[src/rtl/memlog_pkg.sv]
// Shared constants for the capture-logger sequencer: default geometry,
// stream word width and the FSM state encoding.
package memlog_pkg;

   localparam int AW_DEF     = 15;
   localparam int DW_DEF     = 16;
   localparam int RD_LAT_DEF = 1;
   localparam int WORD_W_DEF = 2 * DW_DEF;

   localparam int ST_W = 3;

   localparam logic [2:0] ST_IDLE     = 3'd0;
   localparam logic [2:0] ST_ARM      = 3'd1;
   localparam logic [2:0] ST_CAPTURE  = 3'd2;
   localparam logic [2:0] ST_READY    = 3'd3;
   localparam logic [2:0] ST_RD_ISSUE = 3'd4;
   localparam logic [2:0] ST_RD_ADDR  = 3'd5;
   localparam logic [2:0] ST_RD_WAIT  = 3'd6;
   localparam logic [2:0] ST_RD_OUT   = 3'd7;

endpackage

[src/rtl/memlog_rd_addr_gen.sv]
// Readout address generator: a loadable wrapping address counter plus a
// remaining-words counter one bit wider so a full-depth window is exact.
module memlog_rd_addr_gen #(
   parameter int AW = 15
) (
   input  logic          clk,
   input  logic          rst_i,
   input  logic          load_i,
   input  logic [AW-1:0] base_i,
   input  logic [AW:0]   len_i,
   input  logic          step_i,
   output logic [AW-1:0] addr_o,
   output logic          last_o
);

   logic [AW-1:0] addr_q, addr_d;
   logic [AW:0]   remain_q, remain_d;

   // Load takes priority; a step advances the address (wrapping) and consumes one word.
   always_comb begin
      addr_d   = addr_q;
      remain_d = remain_q;
      if (load_i) begin
         addr_d   = base_i;
         // A length of zero encodes the whole memory (2^AW words).
         remain_d = (len_i == '0) ? {1'b1, {AW{1'b0}}} : len_i;
      end else if (step_i) begin
         addr_d   = addr_q + AW'(1);
         remain_d = remain_q - (AW+1)'(1);
      end
   end

   // Counter registers.
   always_ff @(posedge clk) begin
      if (rst_i) begin
         addr_q   <= '0;
         remain_q <= '0;
      end else begin
         addr_q   <= addr_d;
         remain_q <= remain_d;
      end
   end

   assign addr_o = addr_q;
   assign last_o = (remain_q == (AW+1)'(1));

endmodule

[src/rtl/memlog_seq.sv]
// Capture-logger sequencer: arms a capture, waits for the logger to fill,
// then streams a host-selected address window out over valid/ready.
//
// Stream handshake: o_word_valid rises with o_word_data and both hold
// stable until a cycle where i_word_ready is also high; that cycle is the
// transfer, and valid drops on the following cycle.
module memlog_seq
   import memlog_pkg::*;
#(
   parameter int BRAM_ADDR_WIDTH = AW_DEF,
   parameter int BRAM_DATA_WIDTH = DW_DEF,
   parameter int RD_LAT          = RD_LAT_DEF
) (
   input  logic                           clk,
   input  logic                           i_rst,
   input  logic                           i_start_log,
   input  logic                           i_read_req,
   input  logic [BRAM_ADDR_WIDTH-1:0]     i_rd_base,
   input  logic [BRAM_ADDR_WIDTH:0]       i_rd_len,
   output logic                           o_run_log,
   output logic                           o_read_log,
   output logic [BRAM_ADDR_WIDTH-1:0]     o_addr_log_to_mem,
   input  logic                           i_mem_full,
   input  logic [2*BRAM_DATA_WIDTH-1:0]   i_data_log_from_mem,
   output logic [2*BRAM_DATA_WIDTH-1:0]   o_word_data,
   output logic                           o_word_valid,
   input  logic                           i_word_ready,
   output logic                           o_busy,
   output logic                           o_done,
   output logic                           o_err,
   output logic [ST_W-1:0]                o_state
);

   localparam int AW    = BRAM_ADDR_WIDTH;
   localparam int WW    = 2 * BRAM_DATA_WIDTH;
   localparam int LAT_W = 2;

   logic [ST_W-1:0]  state_q, state_d;
   logic [LAT_W-1:0] lat_q, lat_d;
   logic [WW-1:0]    word_data_q, word_data_d;
   logic             word_valid_q, word_valid_d;
   logic             done_q, done_d;
   logic             err_q, err_d;

   logic             gen_load;
   logic             gen_step;
   logic             gen_last;
   logic [AW-1:0]    gen_addr;

   // Simultaneous start and read in READY: start wins, so no load then.
   assign gen_load = (state_q == ST_READY) && i_read_req && !i_start_log;
   assign gen_step = (state_q == ST_RD_OUT) && i_word_ready;

   memlog_rd_addr_gen #(
      .AW (AW)
   ) u_addr_gen (
      .clk    (clk),
      .rst_i  (i_rst),
      .load_i (gen_load),
      .base_i (i_rd_base),
      .len_i  (i_rd_len),
      .step_i (gen_step),
      .addr_o (gen_addr),
      .last_o (gen_last)
   );

   // Next-state logic, stream word capture and the done/err pulses.
   always_comb begin
      state_d      = state_q;
      lat_d        = lat_q;
      word_data_d  = word_data_q;
      word_valid_d = word_valid_q;
      done_d       = 1'b0;
      err_d        = 1'b0;
      case (state_q)
         ST_IDLE: begin
            err_d = i_read_req;
            if (i_start_log) state_d = ST_ARM;
         end
         ST_ARM: begin
            err_d   = i_read_req;
            state_d = ST_CAPTURE;
         end
         ST_CAPTURE: begin
            err_d = i_read_req;
            if (i_mem_full) state_d = ST_READY;
         end
         ST_READY: begin
            if (i_start_log) begin
               state_d = ST_ARM;
               err_d   = i_read_req;
            end else if (i_read_req) begin
               state_d = ST_RD_ISSUE;
            end
         end
         ST_RD_ISSUE: begin
            err_d   = i_start_log | i_read_req;
            state_d = ST_RD_ADDR;
         end
         ST_RD_ADDR: begin
            err_d   = i_start_log | i_read_req;
            lat_d   = '0;
            state_d = ST_RD_WAIT;
         end
         ST_RD_WAIT: begin
            err_d = i_start_log | i_read_req;
            if (lat_q == LAT_W'(RD_LAT - 1)) begin
               word_data_d  = i_data_log_from_mem;
               word_valid_d = 1'b1;
               state_d      = ST_RD_OUT;
            end else begin
               lat_d = lat_q + LAT_W'(1);
            end
         end
         ST_RD_OUT: begin
            err_d = i_start_log | i_read_req;
            if (i_word_ready) begin
               word_valid_d = 1'b0;
               if (gen_last) begin
                  done_d  = 1'b1;
                  state_d = ST_READY;
               end else begin
                  state_d = ST_RD_ADDR;
               end
            end
         end
         default: state_d = ST_IDLE;
      endcase
   end

   // State and output registers; reset drops any pending stream word.
   always_ff @(posedge clk) begin
      if (i_rst) begin
         state_q      <= ST_IDLE;
         lat_q        <= '0;
         word_data_q  <= '0;
         word_valid_q <= 1'b0;
         done_q       <= 1'b0;
         err_q        <= 1'b0;
      end else begin
         state_q      <= state_d;
         lat_q        <= lat_d;
         word_data_q  <= word_data_d;
         word_valid_q <= word_valid_d;
         done_q       <= done_d;
         err_q        <= err_d;
      end
   end

   assign o_run_log         = (state_q == ST_ARM);
   assign o_read_log        = (state_q == ST_RD_ISSUE);
   assign o_addr_log_to_mem = gen_addr;
   assign o_word_data       = word_data_q;
   assign o_word_valid      = word_valid_q;
   assign o_busy            = (state_q != ST_IDLE) && (state_q != ST_READY);
   assign o_done            = done_q;
   assign o_err             = err_q;
   assign o_state           = state_q;

endmodule

[config.mk]
export PLATFORM = sky130hd
export DESIGN_NAME = memlog_seq
export DESIGN_NICKNAME = d
export VERILOG_FILES = /design/src/rtl/memlog_pkg.sv /design/src/rtl/memlog_rd_addr_gen.sv /design/src/rtl/memlog_seq.sv
export SDC_FILE = /design/constraint.sdc
export NUM_CORES = 1
export LEC_CHECK = 0
export CAP_MARGIN = 0
export CORE_AREA = 4 4 116 118
export DETAILED_ROUTE_END_ITERATION = 8
export DIE_AREA = 0 0 120 122
export GPL_TIMING_DRIVEN = 0
export PLACE_DENSITY = 0.63
export REMOVE_ABC_BUFFERS = 1
export SYNTH_ARGS = -nofsm -noshare
export SYNTH_HDL_FRONTEND = slang
export SYNTH_SLANG_ARGS = --single-unit
[constraint.sdc]
create_clock -name clk -period 2.9 [get_ports clk]
set_input_delay 0.29 -clock clk [delete_from_list [all_inputs] [get_ports clk]]
set_output_delay 0.29 -clock clk [all_outputs]
set_load 0.01 [all_outputs]
==> summary.txt <==
outcome = completed
clk sink count = 71
critical path's slowest cell = and2_1
layout cells sized above 1 = 6.42%
critical path cell sequence = and4bb_1 > and2_1 > a211oi_1 > nor4_1
core area = 12500 um^2
RePlAce Congestion = 0.766
Final setup viols = 0
worst skew pair latency = 0.32 ns
crit path DAT = 2.74 ns
total vias in the final route = 3711
drc violations = 0
Slew Limit Headroom = 18.3%
crit path max fanout = 26
crit start category = register
syn avg cell area = 7.93 um^2
Yosys top cell by area = dfxtp_1
Wirelength per Cell = 15.8 um
Async S/R FF share, synth = 0%
Total GRT Usage = 15.0%
Reg2Reg Depth = 4
post-route design area = 5090 um^2
main flop type after synthesis = dfxtp_1
max-cap viol count = 0
post-DP HPWL = 7780 um
setup TNS = 0 ns
largest net degree at the start of global routing = 44
reg2reg setup slack = 0.38 ns
final worst slack = 0.383 ns
hold path cells = 2
Final nets = 613
WS Path Type = register to register
Worst Tran Pin Value = 1.23 ns
grt total ovfl = 0
Mapped Area = 3400 um^2
Post-synth EDFFs = 0
sequential-to-total area share from yosys stat = 41.8%
stages on the worst setup path = 4
Post-Place Setup Slack = -0.359 ns
Placed Cells = 697
Root Buffer = clkbuf_16
synth cell count leaders = 81 x nand2_1, 71 x dfxtp_1, 53 x a21oi_1
Die Y = 122 um
DRT antenna net count = 0
CTS H-tree lvls = 3
Rows = 41
Crit path required time = 3.12 ns
CP endpoint kind = register
hold_ws = 0.452 ns
synth warn = 0
worst path bufs/invs = 0
vias in the first global route = 3531
hold-fix buffers at CTS = 0
Fin. Hold Viols = 0
CTS Buffer Depth = 2
TritonCTS Buffers = 9
first-pass GRT wire length = 17800 um
fmax = 397 MHz
DP Area = 4760 um^2
CP max stage delay = 0.88 ns
Worst-path clk slew = 0.06 ns
I/O pin count = 125
P_leak = 1.64 nW
Synth Instances = 429
DR iter-0 viols = 200
Post-Layout Cell Count = 717
Clock Skew = 0.00660 ns
Initial Utilization = 27.3%
RSZ-0062 raised after global routing = no
Pins Over Slew Limit = 0
Pre-Repair DR Iteration Count = 5
library cells used by synthesis = 51
antenna violations before repair = 0
most frequent cell after synthesis = nand2_1
Max rail drop VDD = 0.000203 V
post-synthesis register bit count = 71
CTS tree = yes
min cycle time layout = 2.52 ns
Avg Vias per Cell = 5.18
die area = 14600 um^2
Die Wd = 120 um
Detailed Route WL = 11400 um
Port Buffers = 124
# diodes = 0
PwrDens = 453 nW/um^2
CP top delay family = simple AND/OR/NAND/NOR gates
synth top area cells = dfxtp_1 42%, nand2_1 8.9%, a21oi_1 7.8%
Period Utilization, post-route = 86.8%
area fraction of the dominant cell type after synthesis = 41.8%
Hold WC Path Type = register to register
area grow syn2layout = 49.7%
==> cell usage in the layout (no fill, tap or decap), types with 4 or more instances in the layout <==
cell type / instances
and4_1: 7
o31ai_1: 5
nor3_1: 17
nand4_1: 10
nand3_1: 10
a31oi_1: 9
ha_1: 4
clkbuf_16: 9
a211oi_1: 8
a21oi_1: 52
dfxtp_1: 71
clkdlybuf4s50_1: 123
a311oi_1: 6
nor3b_1: 4
o21ai_0: 15
nor2_1: 26
nand2_1: 81
inv_1: 9
and3_1: 4
and2_1: 7
nor4_1: 11
==> state kept, by name (all words and copies together), names as in the netlist <==
register	flops
o_state	3
lat_q	2
u_addr_gen.remain_q	16
o_done	1
u_addr_gen.addr_o	15
o_err	1
o_word_data	32
o_word_valid	1
==> routing by layer <==
layer,global-route usage [%],part of all wire (%),vias to the layer above
met3,3.67,6.1,11
met4,4.44,1.2,0
li1,-,-,1795
met5,0,0,-
met1,19.2,46,1772
met2,25.2,46,133
==> area by class of cell <==
type,instances,area (um^2)
clock buffers,9,225
clock inverters,7,72.6
fillers,1283,7370
inverters,9,33.8
multi-input cells,321,1850
flip-flops and latches,71,1420
well taps,172,215
repair buffers,128,1280
==> kinds of logic after synthesis <==
logic type / after synthesis / share of synthesized area, %
AOI/OAI and AO/OA: 113 / 20.8
xor gates and xnor gates: 1 / 0.257
adders and majority gates: 4 / 1.47
buffers and inverters: 38 / 4.30
DFF: 71 / 41.8
muxes: 2 / 0.625
and+or+nand+nor: 200 / 30.8
==> what timing repair did <==
item                       4_1_cts  5_1_grt
setup buffers                    0        3
cloned                           1        0
setup endpoints to repair        3        1
pin swaps                        1        1
gates resized for setup          1        0
==> worst paths after layout <==
| path | endpoint | from |
|---|---|---|
| hold reg to reg | o_word_data[1] | o_word_data[1] |
| hold / removal | o_word_data[1] | o_word_data[1] |
| setup / recovery | u_addr_gen.remain_q[5] | o_state[1] |
| setup reg to reg | u_addr_gen.remain_q[5] | o_state[1] |
==> power breakdown <==
part | switching [W] | internal (W) | leakage, nW
combinational | 0.0000768 | 0.000125 | 0.929
clock | 0.000429 | 0.000667 | 0.142
sequential | 0.0000220 | 0.000985 | 0.573
==> worst register-to-register path, delay by kind of cell (launching register included) <==
kind	cells	cell delay (ns)
AND/OR/NAND/NOR	3	1.61
AO/OA/AOI/OAI	1	0.12
flip-flops	1	0.70
==> stage by stage <==
step	total power, W	utilization [%]
after CTS	0.00234	40.7
after global placement	0.00122	38.1
after global routing	0.00241	40.9
final	0.00231	40.9
after floorplan	0.00107	-
after detailed placement	0.00123	38.2
(Power assumes the default switching activity.)
